### config.mk
export PLATFORM = sky130hd
export DESIGN_NAME = trace_history_ctrl_flat
export DESIGN_NICKNAME = d
export VERILOG_FILES = /design/src/rtl/trace_history_ctrl_if.sv /design/src/rtl/trace_history_ctrl.sv /design/src/flat_wrapper.sv
export SDC_FILE = /design/constraint.sdc
export NUM_CORES = 1
export LEC_CHECK = 0
export ABC_AREA = 0
export CAP_MARGIN = 20
export CORE_MARGIN = 2
export CORE_UTILIZATION = 55
export CTS_BUF_LIST = sky130_fd_sc_hd__clkbuf_16
export DETAILED_ROUTE_END_ITERATION = 10
export GPL_ROUTABILITY_DRIVEN = 0
export PLACE_DENSITY = 0.73
export SLEW_MARGIN = 20
export SYNTH_ARGS = -nofsm -noshare
export SYNTH_HDL_FRONTEND = slang
export SYNTH_SLANG_ARGS = --single-unit
### constraint.sdc
create_clock -name clk -period 9.8 [get_ports clk]
set_input_delay 2.94 -clock clk [delete_from_list [all_inputs] [get_ports clk]]
set_output_delay 2.94 -clock clk [all_outputs]
set_load 0.03 [all_outputs]
### src/rtl/trace_history_ctrl_if.sv
// Bundles the raster position, sample handshake and plot outputs of the
// trace history controller. The master drives the position and samples.
interface trace_history_ctrl_if;
    logic [10:0] hc;
    logic [10:0] vc;
    logic [4:0]  matrix_x;
    logic [8:0]  matrix_y;
    logic        sample_valid;
    logic [8:0]  sample_level;
    logic        clear;
    logic        sample_ready;
    logic [4:0]  count;
    logic        clamp_event;
    logic        commit_done;
    logic        trace_pixel;

    modport master (
        output hc, vc, matrix_x, matrix_y, sample_valid, sample_level, clear,
        input  sample_ready, count, clamp_event, commit_done, trace_pixel
    );

    modport slave (
        input  hc, vc, matrix_x, matrix_y, sample_valid, sample_level, clear,
        output sample_ready, count, clamp_event, commit_done, trace_pixel
    );
endinterface

### src/rtl/trace_history_ctrl.sv
// Sample-history controller for the column temperature plot. Samples land in
// a ring; once per frame, on the commit line, the ring is copied oldest-first
// into a display bank that the pixel path reads, so the trace never tears.
module trace_history_ctrl #(
    parameter int NUM_COLS     = 20,
    parameter int NUM_ROWS     = 300,
    parameter int CUADRILLA_XI = 212,
    parameter int CUADRILLA_XF = 712,
    parameter int CUADRILLA_YI = 184,
    parameter int CUADRILLA_YF = 484,
    parameter int COMMIT_LINE  = 490
) (
    input  logic                clk,
    input  logic                rst,
    trace_history_ctrl_if.slave bus
);

    localparam logic [4:0]  LAST_COL  = 5'(NUM_COLS - 1);
    localparam logic [4:0]  NCOLS5    = 5'(NUM_COLS);
    localparam logic [5:0]  NCOLS6    = 6'(NUM_COLS);
    localparam logic [8:0]  MAX_LVL   = 9'(NUM_ROWS - 1);
    localparam logic [9:0]  MAX_LVL10 = 10'(NUM_ROWS - 1);
    localparam logic [10:0] XI        = 11'(CUADRILLA_XI);
    localparam logic [10:0] XF        = 11'(CUADRILLA_XF);
    localparam logic [10:0] YI        = 11'(CUADRILLA_YI);
    localparam logic [10:0] YF        = 11'(CUADRILLA_YF);
    localparam logic [10:0] CLINE     = 11'(COMMIT_LINE);

    typedef enum logic {IDLE, COPY} state_t;

    state_t              state_q, state_d;
    logic [8:0]          ring_q [NUM_COLS];
    logic [8:0]          ring_d [NUM_COLS];
    logic [8:0]          disp_level_q [NUM_COLS];
    logic [8:0]          disp_level_d [NUM_COLS];
    logic [NUM_COLS-1:0] disp_valid_q, disp_valid_d;
    logic [4:0]          wr_ptr_q, wr_ptr_d;
    logic [4:0]          count_q, count_d;
    logic [4:0]          idx_q, idx_d;
    logic [4:0]          oldest_s_q, oldest_s_d;
    logic [4:0]          count_s_q, count_s_d;
    logic                dirty_q, dirty_d;
    logic                clear_pend_q, clear_pend_d;
    logic                clamp_q, clamp_d;
    logic                in_grid, in_grid_q;
    logic                trace_q, trace_d;
    logic                sample_ready;
    logic                over;
    logic [5:0]          rd_sum;
    logic [4:0]          rd_idx;

    // Oldest ring slot: wr_ptr - count, borrowing back into range on underflow.
    function automatic logic [4:0] oldest_of(logic [4:0] ptr, logic [4:0] cnt);
        logic [5:0] diff;
        diff = {1'b0, ptr} - {1'b0, cnt};
        if (diff[5]) diff = diff + NCOLS6;
        return diff[4:0];
    endfunction

    assign sample_ready = (state_q == IDLE) && !bus.clear && !clear_pend_q;
    assign over         = bus.sample_level > MAX_LVL;
    assign in_grid      = (bus.hc > XI) && (bus.hc <= XF) && (bus.vc > YI) && (bus.vc <= YF);

    // Ring slot read on the current copy step.
    always_comb begin
        rd_sum = {1'b0, oldest_s_q} + {1'b0, idx_q};
        if (rd_sum >= NCOLS6) rd_sum = rd_sum - NCOLS6;
        rd_idx = rd_sum[4:0];
    end

    // Ring writes, clear handling and the IDLE/COPY commit sequencer.
    always_comb begin
        state_d      = state_q;
        ring_d       = ring_q;
        disp_level_d = disp_level_q;
        disp_valid_d = disp_valid_q;
        wr_ptr_d     = wr_ptr_q;
        count_d      = count_q;
        idx_d        = idx_q;
        oldest_s_d   = oldest_s_q;
        count_s_d    = count_s_q;
        dirty_d      = dirty_q;
        clear_pend_d = clear_pend_q;
        clamp_d      = 1'b0;
        case (state_q)
            IDLE: begin
                if (bus.clear || clear_pend_q) begin
                    wr_ptr_d     = '0;
                    count_d      = '0;
                    dirty_d      = 1'b1;
                    clear_pend_d = 1'b0;
                end else if (bus.sample_valid) begin
                    ring_d[wr_ptr_q] = over ? MAX_LVL : bus.sample_level;
                    wr_ptr_d         = (wr_ptr_q == LAST_COL) ? 5'd0 : wr_ptr_q + 5'd1;
                    if (count_q < NCOLS5) count_d = count_q + 5'd1;
                    dirty_d = 1'b1;
                    clamp_d = over;
                end
                // Snapshot the post-update ring so a same-cycle write or clear
                // is part of this commit rather than lost when dirty drops.
                if ((bus.vc == CLINE) && (bus.hc == 11'd0) && dirty_q) begin
                    state_d    = COPY;
                    idx_d      = '0;
                    oldest_s_d = oldest_of(wr_ptr_d, count_d);
                    count_s_d  = count_d;
                end
            end
            COPY: begin
                disp_level_d[idx_q] = ring_q[rd_idx];
                disp_valid_d[idx_q] = idx_q < count_s_q;
                if (bus.clear) clear_pend_d = 1'b1;
                if (idx_q == LAST_COL) begin
                    state_d = IDLE;
                    dirty_d = 1'b0;
                end else begin
                    idx_d = idx_q + 5'd1;
                end
            end
            default: state_d = IDLE;
        endcase
    end

    // Pixel lookup: grid gate aligned with matrix_x/matrix_y, level match per column.
    always_comb begin
        trace_d = 1'b0;
        if (bus.matrix_x < NCOLS5) begin
            trace_d = in_grid_q && disp_valid_q[bus.matrix_x] &&
                      (({1'b0, disp_level_q[bus.matrix_x]} + {1'b0, bus.matrix_y}) == MAX_LVL10);
        end
    end

    // Control state and pixel pipeline registers.
    always_ff @(posedge clk) begin
        if (rst) begin
            state_q      <= IDLE;
            disp_valid_q <= '0;
            wr_ptr_q     <= '0;
            count_q      <= '0;
            idx_q        <= '0;
            oldest_s_q   <= '0;
            count_s_q    <= '0;
            dirty_q      <= 1'b0;
            clear_pend_q <= 1'b0;
            clamp_q      <= 1'b0;
            in_grid_q    <= 1'b0;
            trace_q      <= 1'b0;
        end else begin
            state_q      <= state_d;
            disp_valid_q <= disp_valid_d;
            wr_ptr_q     <= wr_ptr_d;
            count_q      <= count_d;
            idx_q        <= idx_d;
            oldest_s_q   <= oldest_s_d;
            count_s_q    <= count_s_d;
            dirty_q      <= dirty_d;
            clear_pend_q <= clear_pend_d;
            clamp_q      <= clamp_d;
            in_grid_q    <= in_grid;
            trace_q      <= trace_d;
        end
    end

    // Level storage; contents are qualified by count / disp_valid, so no reset.
    always_ff @(posedge clk) begin
        ring_q       <= ring_d;
        disp_level_q <= disp_level_d;
    end

    assign bus.sample_ready = sample_ready;
    assign bus.count        = count_q;
    assign bus.clamp_event  = clamp_q;
    assign bus.commit_done  = (state_q == COPY) && (idx_q == LAST_COL);
    assign bus.trace_pixel  = trace_q;

endmodule

### src/flat_wrapper.sv
// flat-port wrapper written by rule: the top's interface ports become plain ports
module trace_history_ctrl_flat 
#(
    parameter int NUM_COLS     = 20,
    parameter int NUM_ROWS     = 300,
    parameter int CUADRILLA_XI = 212,
    parameter int CUADRILLA_XF = 712,
    parameter int CUADRILLA_YI = 184,
    parameter int CUADRILLA_YF = 484,
    parameter int COMMIT_LINE  = 490
)
  (clk, rst, bus_hc, bus_vc, bus_matrix_x, bus_matrix_y, bus_sample_valid, bus_sample_level, bus_clear, bus_sample_ready, bus_count, bus_clamp_event, bus_commit_done, bus_trace_pixel);
  trace_history_ctrl_if bus_i ();
  input  logic clk;
  input  logic rst;
  input wire logic [$bits(bus_i.hc)-1:0] bus_hc;
  input wire logic [$bits(bus_i.vc)-1:0] bus_vc;
  input wire logic [$bits(bus_i.matrix_x)-1:0] bus_matrix_x;
  input wire logic [$bits(bus_i.matrix_y)-1:0] bus_matrix_y;
  input wire logic [$bits(bus_i.sample_valid)-1:0] bus_sample_valid;
  input wire logic [$bits(bus_i.sample_level)-1:0] bus_sample_level;
  input wire logic [$bits(bus_i.clear)-1:0] bus_clear;
  output wire logic [$bits(bus_i.sample_ready)-1:0] bus_sample_ready;
  output wire logic [$bits(bus_i.count)-1:0] bus_count;
  output wire logic [$bits(bus_i.clamp_event)-1:0] bus_clamp_event;
  output wire logic [$bits(bus_i.commit_done)-1:0] bus_commit_done;
  output wire logic [$bits(bus_i.trace_pixel)-1:0] bus_trace_pixel;
  assign bus_i.hc = bus_hc;
  assign bus_i.vc = bus_vc;
  assign bus_i.matrix_x = bus_matrix_x;
  assign bus_i.matrix_y = bus_matrix_y;
  assign bus_i.sample_valid = bus_sample_valid;
  assign bus_i.sample_level = bus_sample_level;
  assign bus_i.clear = bus_clear;
  assign bus_sample_ready = bus_i.sample_ready;
  assign bus_count = bus_i.count;
  assign bus_clamp_event = bus_i.clamp_event;
  assign bus_commit_done = bus_i.commit_done;
  assign bus_trace_pixel = bus_i.trace_pixel;
  trace_history_ctrl #(.NUM_COLS(NUM_COLS), .NUM_ROWS(NUM_ROWS), .CUADRILLA_XI(CUADRILLA_XI), .CUADRILLA_XF(CUADRILLA_XF), .CUADRILLA_YI(CUADRILLA_YI), .CUADRILLA_YF(CUADRILLA_YF), .COMMIT_LINE(COMMIT_LINE)) u_core (.clk(clk), .rst(rst), .bus(bus_i));
endmodule
==> metrics.md <==
| Metric | Value |
|---|---|
| Final setup viols | `0` |
| Largest stage delay, worst path | `between 0.7 and 0.8 ns` |
| Placed Instances | `1,640` |
| CTS Root Cell | `clkbuf_16` |
| Die area | `34,650 um^2` |
| Avg Inst Size Synth | `15.61 um^2` |
| Hold/Removal Path Class | `reg -> reg` |
| Worst vdd ir | `0.1746 mV` |
| Initial antenna violation count | `0` |
| Htree depth | `2` |
| Post-synth EDFFs | `360` |
| Initial Util | `55.94%` |
| DIE HEIGHT | `186.1 um` |
| DRT Pass-1 Iters | `5` |
| WP data arrival | `4.59 ns` |
| Primary FF master, synth | `edfxtp_1` |
| Sink Count | `around 410` |
| R2R Setup Slk | `about 4.9 ns` |
| Total clock buffers created by CTS | `between 40 and 50` |
| Status | `finished, final reports clean` |
| Worst setup EP type | `output port` |
| CORE AREA | `32,620 um^2` |
| Distinct cells, synth | `a little under 60` |
| Rel. slew slack | `23.38%` |
| Min cycle time layout | `between 7 and 8 ns` |
| R2R depth | `13` |
| Syn nets | `1,256` |
| Fin crit share | `76.79%` |
| Hold endpoint | `u_core.count_s_q[3]$_SDFFE_PP0P_` |
| Congestion Overflow GR | `0` |
| CP Class | `in -> out` |
| Clock latency on the worst-skew pair | `0.54 ns` |
| Setup TNS | `0 ns` |
| Clock Path Buffers | `3` |
| Worst path cell trace | `clkdlybuf4s50_1 > or2_2 > nor2_1 > clkdlybuf4s50_1` |
| Die Wd | `186.1 um` |
| Post-Layout Cell Count | `1,719` |
| Unrepaired setup endpoints after global routing | `false` |
| Reg area | `11,830 um^2` |
| IO buf count | `57` |
| IO Count | `58` |
| Final nets | `1,331` |
| Slowest cell on crit path | `clkdlybuf4s50_1` |
| Worst r2r src | `u_core.idx_q[0]$_SDFFE_PP0P_` |
| Vias in the first global route | `between 10,000 and 15,000` |
| Resized cells post-CTS | `0` |
| Clock Skew | `between 0.015 and 0.02 ns` |
| Via count | `10,149` |
| Max Clock Freq | `approximately 130 MHz` |
| Min-delay src | `u_core.count_s_q[3]$_SDFFE_PP0P_` |
| Total GRT Usage | `22.06%` |
| Reg clk slew, reported paths | `around 0.06 ns` |
| DR DRC count | `0` |
| First-pass GRT wire length | `approximately 57,000 um` |
| Post-route ant nets | `0` |
| P per Cell Area | `~170 nW/um^2` |
| Hold Vio Cnt, Final | `0` |
| Area growth syn-to-layout | `13.60%` |
| Hpwl dp | `23,010 um` |
| DP Area | `19,380 um^2` |
| Largest net degree at the start of global routing | `53` |
| Layout fillers | `2,327` |
| Ant diodes | `0` |
| Avg Vias per Cell | `5.904` |
| Row cnt | `66` |
| Final hold slack | `0.4553 ns` |
| Mapped Area | `18,250 um^2` |
| Fin area | `just over 20,000 um^2` |
| First-iteration detailed-routing DRC count | `761` |
| Number of max-cap violations | `0` |
| #FFs+latches synth | `411` |
| Async SR Flop Fraction | `0%` |
| Final Slew Violations | `0` |
| Multi-input logic area | `6086 um^2` |
| Req. time, crit path | `6.86 ns` |
| Cell with the most instances on the worst path | `clkdlybuf4s50_1` |
| Setup ws final | `2.275 ns` |
| Ys Warns | `0` |
| FF-to-FF End | `u_core.disp_level_q[88]$_DFFE_PP_` |
| Synth Instances | `1,169` |
| Register area share after synthesis | `between 60% and 70%` |
| Hold buffer count at cts | `0` |
| Leakage | `0.007084 uW` |
| Worst-Margin Slew | `1.145 ns` |
| Setup bufs post-CTS | `0` |
| Pre-CTS setup slack | `2.288 ns` |
| Routed Wire Length | `36,590 um` |
| CTS tree | `yes` |
| Layout cell share with drive strength beyond 1 | `19.81%` |
| Critical Path Start Type | `input port` |
| Crit path max fanout | `8` |
| WHS Path Cells | `2` |
| Drt wl/cell | `between 20 and 25 um` |
==> final cells by class <==
| cell class | instances | share of cell area (%) |
|---|---|---|
| flip-flops and latches | 411 | 57.08 |
| multi-input cells | 664 | 29.36 |
| clock buffers | 43 | 5.191 |
| repair buffers | 90 | 3.887 |
| well taps | 442 | 2.668 |
| clock inverters | 34 | 1.183 |
| inverters | 35 | 0.6338 |
==> state kept, by name, summed over array words and instances (netlist names) <==
| name | count |
|---|---|
| u_core.bus.clamp_event | 1 |
| u_core.in_grid_q | 1 |
| u_core.wr_ptr_q | 5 |
| u_core.count_s_q | 5 |
| u_core.dirty_q | 1 |
| u_core.disp_level_q | 180 |
| u_core.ring_q | 180 |
| u_core.disp_valid_q | 20 |
| u_core.bus.trace_pixel | 1 |
| u_core.idx_q | 5 |
| u_core.oldest_s_q | 5 |
| u_core.state_q | 1 |
| u_core.clear_pend_q | 1 |
| u_core.bus.count | 5 |
==> worst max-delay path, delay by kind of cell <==
family | cells | cell delay (ns)
simple gates | 2 | 0.53
buf+inv | 2 | 1.12
==> cell usage after synthesis, drive strengths merged (4+ instances only) <==
cell | instances | share of area [%]
edfxtp | 360 | 59
nor2 | 107 | 2.2
mux4 | 90 | 11
mux2i | 85 | 4.7
nand2 | 59 | 1.3
dfxtp | 51 | 5.6
a21oi | 42 | 1.2
o21ai | 38 | 1.1
ha | 35 | 2.4
inv | 35 | 0.72
clkbuf | 31 | 0.64
buf | 28 | 0.76
mux2 | 27 | 1.7
nor3b | 24 | 0.99
a31o | 21 | 1.0
nand3 | 12 | 0.33
nor2b | 12 | 0.41
nor3 | 10 | 0.27
o221ai | 9 | 0.43
o211ai | 8 | 0.33
xnor2 | 8 | 0.38
xor2 | 8 | 0.38
a211oi | 7 | 0.29
nand4 | 7 | 0.24
nand2b | 6 | 0.21
or3 | 6 | 0.21
a21boi | 4 | 0.16
and2 | 4 | 0.14
nor4 | 4 | 0.21
==> cells in the final DEF, fill, tap and decap left out, types with 4 or more instances in the layout <==
| cell type | synthesis | layout |
|---|---|---|
| clkinv_1 | 0 | 13 |
| nor3b_1 | 24 | 24 |
| nor2_2 | 0 | 10 |
| edfxtp_1 | 360 | 360 |
| mux2_2 | 27 | 27 |
| a211oi_1 | 7 | 7 |
| or3_1 | 5 | 5 |
| o211ai_1 | 8 | 8 |
| nand4_1 | 7 | 7 |
| clkinv_2 | 0 | 7 |
| nor2b_1 | 12 | 12 |
| buf_4 | 0 | 34 |
| xor2_1 | 8 | 8 |
| o221ai_1 | 9 | 9 |
| mux2i_1 | 85 | 85 |
| nand3_1 | 12 | 12 |
| a21boi_0 | 4 | 4 |
| inv_1 | 35 | 43 |
| o21ai_0 | 36 | 35 |
| a31o_2 | 21 | 21 |
| nor2_1 | 107 | 97 |
| ha_1 | 35 | 34 |
| clkbuf_16 | 0 | 43 |
| nor3_1 | 10 | 10 |
| xnor2_1 | 8 | 7 |
| clkdlybuf4s50_1 | 0 | 54 |
| nand2_1 | 58 | 58 |
| nand2b_1 | 6 | 6 |
| a21oi_1 | 42 | 42 |
| mux4_2 | 90 | 90 |
| dfxtp_1 | 51 | 51 |
==> report_power, final <==
| group | leakage [uW] | switching, uW | internal, uW |
|---|---|---|---|
| clock network | 0.000681 | 637 | 876 |
| registers | 0.00365 | 1.67 | 1910 |
| logic | 0.00275 | 91.3 | 69.2 |
| total | 0.00708 | 730 | 2850 |
==> routing by layer <==
metal  global-route usage (%)  vias to the layer above  wire length (um)
met3                    2.921                       56              1820
li1                         -                     4707                 -
met4                    6.362                        0               704
met5                        0                        -                 0
met1                    28.78                     5108             15290
met2                    39.08                      278             18770
==> worst max path at each step <==
| stage | end | cells after the start | from | slack, ns |
|---|---|---|---|---|
| CTS | bus_sample_ready | 4 | bus_clear | 2.27 |
| floorplan | bus_sample_ready | 3 | bus_clear | 3.03 |
| finish | bus_sample_ready | 4 | bus_clear | 2.27 |
| detailed placement | bus_sample_ready | 4 | bus_clear | 2.29 |
| global placement | bus_sample_ready | 4 | bus_clear | 2.29 |
| global route | bus_sample_ready | 4 | bus_clear | 2.21 |
==> stage by stage <==
stage	power, uW	util, %
after floorplan	2046	-
after global placement	2102	59.37
after detailed placement	2106	59.41
after CTS	3604	63.46
after global routing	3683	63.55
final	3580	63.55
==> cells by family after synthesis <==
logic type / count (synthesis) / share of synthesized area, %
muxes: 202 / 17.44
and+or+nand+nor: 265 / 7.063
xor gates and xnor gates: 16 / 0.7680
DFF: 411 / 64.84
buffers and inverters: 94 / 2.119
adders and majority gates: 38 / 2.729
AOI/OAI and AO/OA: 143 / 5.047
No activity file was read; power rests on OpenSTA's default activity.
